===== config.mk =====
export PLATFORM = sky130hd
export DESIGN_NAME = mult_sequencer
export DESIGN_NICKNAME = d
export VERILOG_FILES = /design/src/rtl/mult_sequencer.sv
export SDC_FILE = /design/constraint.sdc
export NUM_CORES = 1
export LEC_CHECK = 0
export CAP_MARGIN = 20
export CORE_MARGIN = 2
export CORE_UTILIZATION = 35
export CTS_BUF_LIST = sky130_fd_sc_hd__clkbuf_16
export CTS_CLUSTER_DIAMETER = 80
export DETAILED_ROUTE_END_ITERATION = 10
export GPL_TIMING_DRIVEN = 0
export SLEW_MARGIN = 10
export SYNTH_ARGS = -nofsm -noshare
export SYNTH_HDL_FRONTEND = slang
export SYNTH_SLANG_ARGS = --single-unit
export TNS_END_PERCENT = 10

===== constraint.sdc =====
create_clock -name clk -period 9 [get_ports clk]
set_input_delay 1.8 -clock clk [delete_from_list [all_inputs] [get_ports clk]]
set_output_delay 1.8 -clock clk [all_outputs]
set_load 0.01 [all_outputs]

===== src/rtl/mult_sequencer.sv =====
// Sequential 32x32 -> 64 multiplier with signed and unsigned modes.
// One radix-2 shift-add step per cycle. The result goes to HI/LO on the
// edge that enters DONE.
module mult_sequencer #(
  parameter int unsigned WIDTH = 32
) (
  input  logic             clk,
  input  logic             reset,
  input  logic             start,
  input  logic             signed_op,
  input  logic [WIDTH-1:0] op_a,
  input  logic [WIDTH-1:0] op_b,
  output logic             busy,
  output logic             done,
  output logic             hilo_we,
  output logic [WIDTH-1:0] hi,
  output logic [WIDTH-1:0] lo,
  output logic [5:0]       count
);

  localparam int unsigned AW = 2 * WIDTH;
  localparam int unsigned CW = 6;

  typedef enum logic [2:0] {
    S_IDLE,
    S_LOAD,
    S_ITER,
    S_FIX,
    S_DONE
  } state_t;

  state_t             r_state;
  state_t             w_state_next;
  logic               r_busy;
  logic               r_done;
  logic [WIDTH-1:0]   r_mcand;
  logic [WIDTH-1:0]   r_mplier;
  logic               r_signed;
  logic               r_neg;
  logic [AW-1:0]      r_acc;
  logic [CW-1:0]      r_count;
  logic [WIDTH-1:0]   r_hi;
  logic [WIDTH-1:0]   r_lo;
  logic               w_last_iter;
  logic [WIDTH:0]     w_addend;
  logic [WIDTH:0]     w_sum;
  logic [AW-1:0]      w_product;

  assign w_last_iter = (r_count == CW'(WIDTH - 1));
  assign w_addend    = r_mplier[0] ? {1'b0, r_mcand} : '0;
  assign w_sum       = {1'b0, r_acc[AW-1:WIDTH]} + w_addend;
  // A zero magnitude negates to zero, so a negative zero cannot occur.
  assign w_product   = r_neg ? (~r_acc + AW'(1)) : r_acc;

  // State register.
  always_ff @(posedge clk) begin
    if (reset) r_state <= S_IDLE;
    else       r_state <= w_state_next;
  end

  // Next-state logic.
  always_comb begin
    w_state_next = r_state;
    case (r_state)
      S_IDLE:  if (start) w_state_next = S_LOAD;
      S_LOAD:  w_state_next = S_ITER;
      S_ITER:  if (w_last_iter) w_state_next = S_FIX;
      S_FIX:   w_state_next = S_DONE;
      S_DONE:  w_state_next = S_IDLE;
      default: w_state_next = S_IDLE;
    endcase
  end

  // Status outputs are registered from the next state, so they line up with the state.
  always_ff @(posedge clk) begin
    if (reset) begin
      r_busy <= 1'b0;
      r_done <= 1'b0;
    end else begin
      r_busy <= (w_state_next == S_LOAD) || (w_state_next == S_ITER) ||
                (w_state_next == S_FIX);
      r_done <= (w_state_next == S_DONE);
    end
  end

  // Datapath: capture, magnitude conversion, shift-add, sign fix, HI/LO load.
  always_ff @(posedge clk) begin
    if (reset) begin
      r_mcand  <= '0;
      r_mplier <= '0;
      r_signed <= 1'b0;
      r_neg    <= 1'b0;
      r_acc    <= '0;
      r_count  <= '0;
      r_hi     <= '0;
      r_lo     <= '0;
    end else begin
      case (r_state)
        S_IDLE: begin
          if (start) begin
            r_mcand  <= op_a;
            r_mplier <= op_b;
            r_signed <= signed_op;
          end
        end
        S_LOAD: begin
          if (r_signed) begin
            // The magnitude of -2^31 is 0x80000000 when read as unsigned.
            r_mcand  <= r_mcand[WIDTH-1]  ? (~r_mcand + WIDTH'(1))  : r_mcand;
            r_mplier <= r_mplier[WIDTH-1] ? (~r_mplier + WIDTH'(1)) : r_mplier;
            r_neg    <= r_mcand[WIDTH-1] ^ r_mplier[WIDTH-1];
          end else begin
            r_neg    <= 1'b0;
          end
          r_acc   <= '0;
          r_count <= '0;
        end
        S_ITER: begin
          r_acc    <= {w_sum, r_acc[WIDTH-1:1]};
          r_mplier <= r_mplier >> 1;
          // The counter returns to zero on the final step, so it reads 0 outside ITER.
          r_count  <= w_last_iter ? '0 : r_count + CW'(1);
        end
        S_FIX: begin
          r_acc <= w_product;
          r_hi  <= w_product[AW-1:WIDTH];
          r_lo  <= w_product[WIDTH-1:0];
        end
        default: ;
      endcase
    end
  end

  assign busy    = r_busy;
  assign done    = r_done;
  assign hilo_we = r_done;
  assign hi      = r_hi;
  assign lo      = r_lo;
  assign count   = r_count;

endmodule


# Word level (Yosys, flattened, before mapping)
# Index checks and enable logic that the tools add are counted.
# totals
ff_bits,205
input_bits,68
# classes
add_sub_neg,5
n_eq_ne,12
n_mux,17
n_bitwise,4
n_reduce_logical,12
# op_table
cell,count
$mux 32,7
$pmux 64 s3,1
$pmux 32 s3,1
$add 32x1->32 const B,2
$add 64x1->64 const B,1
$mux 64,1
$not 32->32,2
$not 64->64,1
$pmux 32 s2,1
$add 32x32->33,1
$eq 3x2->1 const B,4
$pmux 3 s4,1
$pmux 6 s2,1
$ne 2x2->1 const B,4
$reduce_and 4->1,2
$add 6x1->6 const B,1
$eq 3x1->1 const B,2
$eq 6x5->1 const B,1
$mux 3,2
$mux 6,1
$reduce_and 3->1,2
$reduce_bool 3->1,2
$reduce_bool 2->1,2
$eq 3x3->1 const B,1
5 further kinds,6

# Longest topological paths before layout
# logic_depth
ltp_word,6
depth_mapped,13
ltp_nobuf,13

# Least setup slack after synthesis
# No wires, ideal clock.
# synth_path
path_kind,input port to flip-flop
from,input start
to,register r_mcand[2]
setup_ps,128
arrival_time_ps,3159
required_ps,8872
path_slack_ps,5714
stages,8
n_path_buf,2
path_cell_list,nor4b_1 a21o_1 o21a_1 clkbuf_1 clkbuf_1 nand2_1 a21oi_1 nor2_1
# synth_via
elab_chain_len,2
# synth_lines
item,line,source
"start, declared",9,"input logic start,"
$ne 2x2->1 (no line),--,
$reduce_and 4->1 (no line),--,
"end signal, assigned",101,r_mcand <= op_a;
"end signal, assigned",109,r_mcand <= r_mcand[WIDTH-1] ? (~r_mcand + WIDTH'(1)) : r_mcand;
"end, declared",36,logic [WIDTH-1:0] r_mcand;
# No other way between the ends.
# A chain may end at the register's enable or synchronous reset.

# Final worst setup path
# Same ends and word-level chain as after synthesis.

==> impl_metrics.tcl <==
set metrics [dict create \
    outcome "finished, final reports clean" \
    wirelength_um 52000 \
    wl_met2_um 23300 \
    grt_max_degree 13 \
    maxCapViolCount 0 \
    gp_congestion 0.952 \
    drive_above_1_share 0.0388 \
    slew_headroom 0.285 \
    grt_overflow_total 0 \
    p_total_mw 2.61 \
    skew_ps 14.2 \
    ir_drop_mv 0.120 \
    clk_pin_slew_ps 60 \
    synthToLayoutAreaGrowth_pct 22.0 \
    stdcell_count 2469 \
    crit_path_end_kind "flip-flop" \
    finalCritPeriodShare 0.471 \
    postCtsHoldBufs 0 \
    firstDrtPassIters 7 \
    worstSetupPathType "input pin to flip-flop" \
    synthTopCellsByArea "dfxtp_1 31%, nor2_1 7.4%, a21oi_1 5.5%" \
    dpl_worst_slack_ps 4280 \
    cts_sinks 205 \
    critPathSlowestCell "nor4b_1" \
    drc_errors 0 \
    grt_pass1_wl_um 79900 \
    avgSynthCellArea_um2 7.45 \
    synth_most_common_cell "nor2_1" \
    rsz0062_at_grt "no" \
    ys.flop_type "dfxtp_1" \
    hp-start "hi[12]" \
    hold_path_depth 2 \
    setup_violations 0 \
    hpwl_um 39200 \
    drtIter0Drc 1594 \
    nets 2044 \
    cts_tree "done" \
    critical-path-max-stage-delay_ps 780 \
    crit_top_cell "clkbuf_1" \
    cp-start-kind "input pin" \
    power_density_nw_per_um2 162 \
    crit_required_ps 9410 \
    routed-via-count 14400 \
    placed_cells 2420 \
    clockRootBuffer "clkbuf_16" \
    multiInputGateArea_um2 8500 \
    synth_commonest_cells "259 x nor2_1, 205 x dfxtp_1, 155 x nand2_1" \
    cts_resized 0 \
    fmax_ghz 0.236 \
    synth.net_count 1873 \
    reg2reg_depth 13 \
    htreeDepth 1 \
    ys_seq_area_frac 0.312 \
    whs_endpoint "hi[12]" \
    top_layer "met4" \
    yosys.area.top_type "dfxtp_1" \
    numPortBuffers 140 \
    diodes 0 \
    leakage_nw 5.94 \
    async_flop_share 0 \
    clock_path_buffers 3 \
    synth.distinct_cells 69 \
    path_cells "clkdlybuf4s50_1 -> nor4b_1 -> a21o_1 -> o21a_1 -> clkbuf_1 -> clkbuf_1 -> nand2_1 -> a21oi_1 -> nor2_1" \
    holdWs_ps 455 \
    reg2reg_slack_ps 5000 \
    setup_tns_ps 0 \
    r2r_start "r_mplier[0]" \
    met3_wirelength_um 3790 \
    coreArea_um2 37400 \
    ys_warn_count 0 \
    num_io_pins 141 \
    wl_per_cell_um 21.0 \
    cts_made_buffers 27 \
    antenna_found_initial 0 \
    ys_ff_latch 205 \
    die_x_um 198 \
    fill_cells 3905 \
    slew_violations 0 \
    initial_core_util 0.352 \
    die_area_um2 39200 \
    critical_path.max_fanout 10 \
    yosys.area.top_type_share 0.312 \
    cts_setup_buffers 0 \
    vias_per_cell 5.84 \
    setup_ws_ps 4760 \
    synth_area_um2 13200 \
    grt_use_total 0.260 \
    syn_inst 1768 \
    core.rowCount 71 \
    min_path_type "flip-flop to flip-flop" \
    rr_endpoint "r_acc[59]" \
    critPathArrivalTime_ps 4650 \
    insertion_delay_ps 550 \
    regArea_um2 4100 \
    drtAntennaViolNets 0 \
    first_global_vias 13500 \
    synth_edf_count 0 \
    finalHoldViolCount 0 \
    worst_pin_slew_ps 1070 \
    period_needed_ps 4240 \
    wl_met1_um 23400 \
    fp.dieH_um 198 \
]
[routing by layer]
metal / track usage / up-vias
met2: 0.426 / 658
met1: 0.361 / 6825
met3: 0.0301 / 96
li1: - / 6837
met4: 0.0727 / 0
met5: 0 / -
[worst max-delay path by stage]
stage | from | end | cells past startpoint
floorplan | start | r_mcand[2] | 8
global placement | start | r_mcand[2] | 9
detailed placement | start | r_mcand[2] | 9
CTS | start | r_mcand[2] | 9
global route | start | r_mcand[2] | 9
finish | start | r_mcand[2] | 9
[cell usage in the layout, fill, tap and decap left out, drive strengths merged, types with 41 or more instances in the layout]
cell type	Yosys	final
xnor2	41	41
clkdlybuf4s50	0	140
nand2	155	155
o21ai	103	103
xor2	54	54
a211oi	61	61
a21oi	145	145
nor2	259	259
clkbuf	118	145
dfxtp	205	205
nor3	83	83
[area by class of cell]
class,instances,area share
buffer,134,0.0322
clock buffer,27,0.0420
clock inverter,21,0.00950
inverter,17,0.00397
multi-input combinational,1412,0.529
sequential,205,0.255
tap,511,0.0398
timing repair buffer,142,0.0884
[flip-flops by register name (all words and copies together), names as in the netlist]
register,flops
r_mcand,32
hi,32
r_signed,1
count,6
lo,32
r_mplier,32
done,1
r_neg,1
r_state,3
r_acc,64
busy,1
[per-stage QoR]
step,utilization,area (um^2)
floorplan,-,13200
global placement,0.407,15200
detailed placement,0.407,15200
CTS,0.429,16100
global route,0.430,16100
finish,0.430,16100
[worst max-delay path: cells and delay by family]
family	cells	cell delay (ps)
AOI/OAI and AO/OA	3	520
buffers and inverters	3	1400
and+or+nand+nor	3	940
[where the power goes]
part           switching (mW)  internal (mW)  total, mW
sequential             0.0560          0.952       1.01
clock                   0.436          0.599       1.04
combinational           0.365          0.202      0.568
[kinds of logic after synthesis]
group,synth area share
and+or+nand+nor,0.271
xor gates and xnor gates,0.0632
adders and majority gates,0.0357
DFF,0.312
muxes,0.00722
buffers and inverters,0.0442
AOI/OAI and AO/OA,0.267
Note: power is estimated with default switching activity, not from simulation.
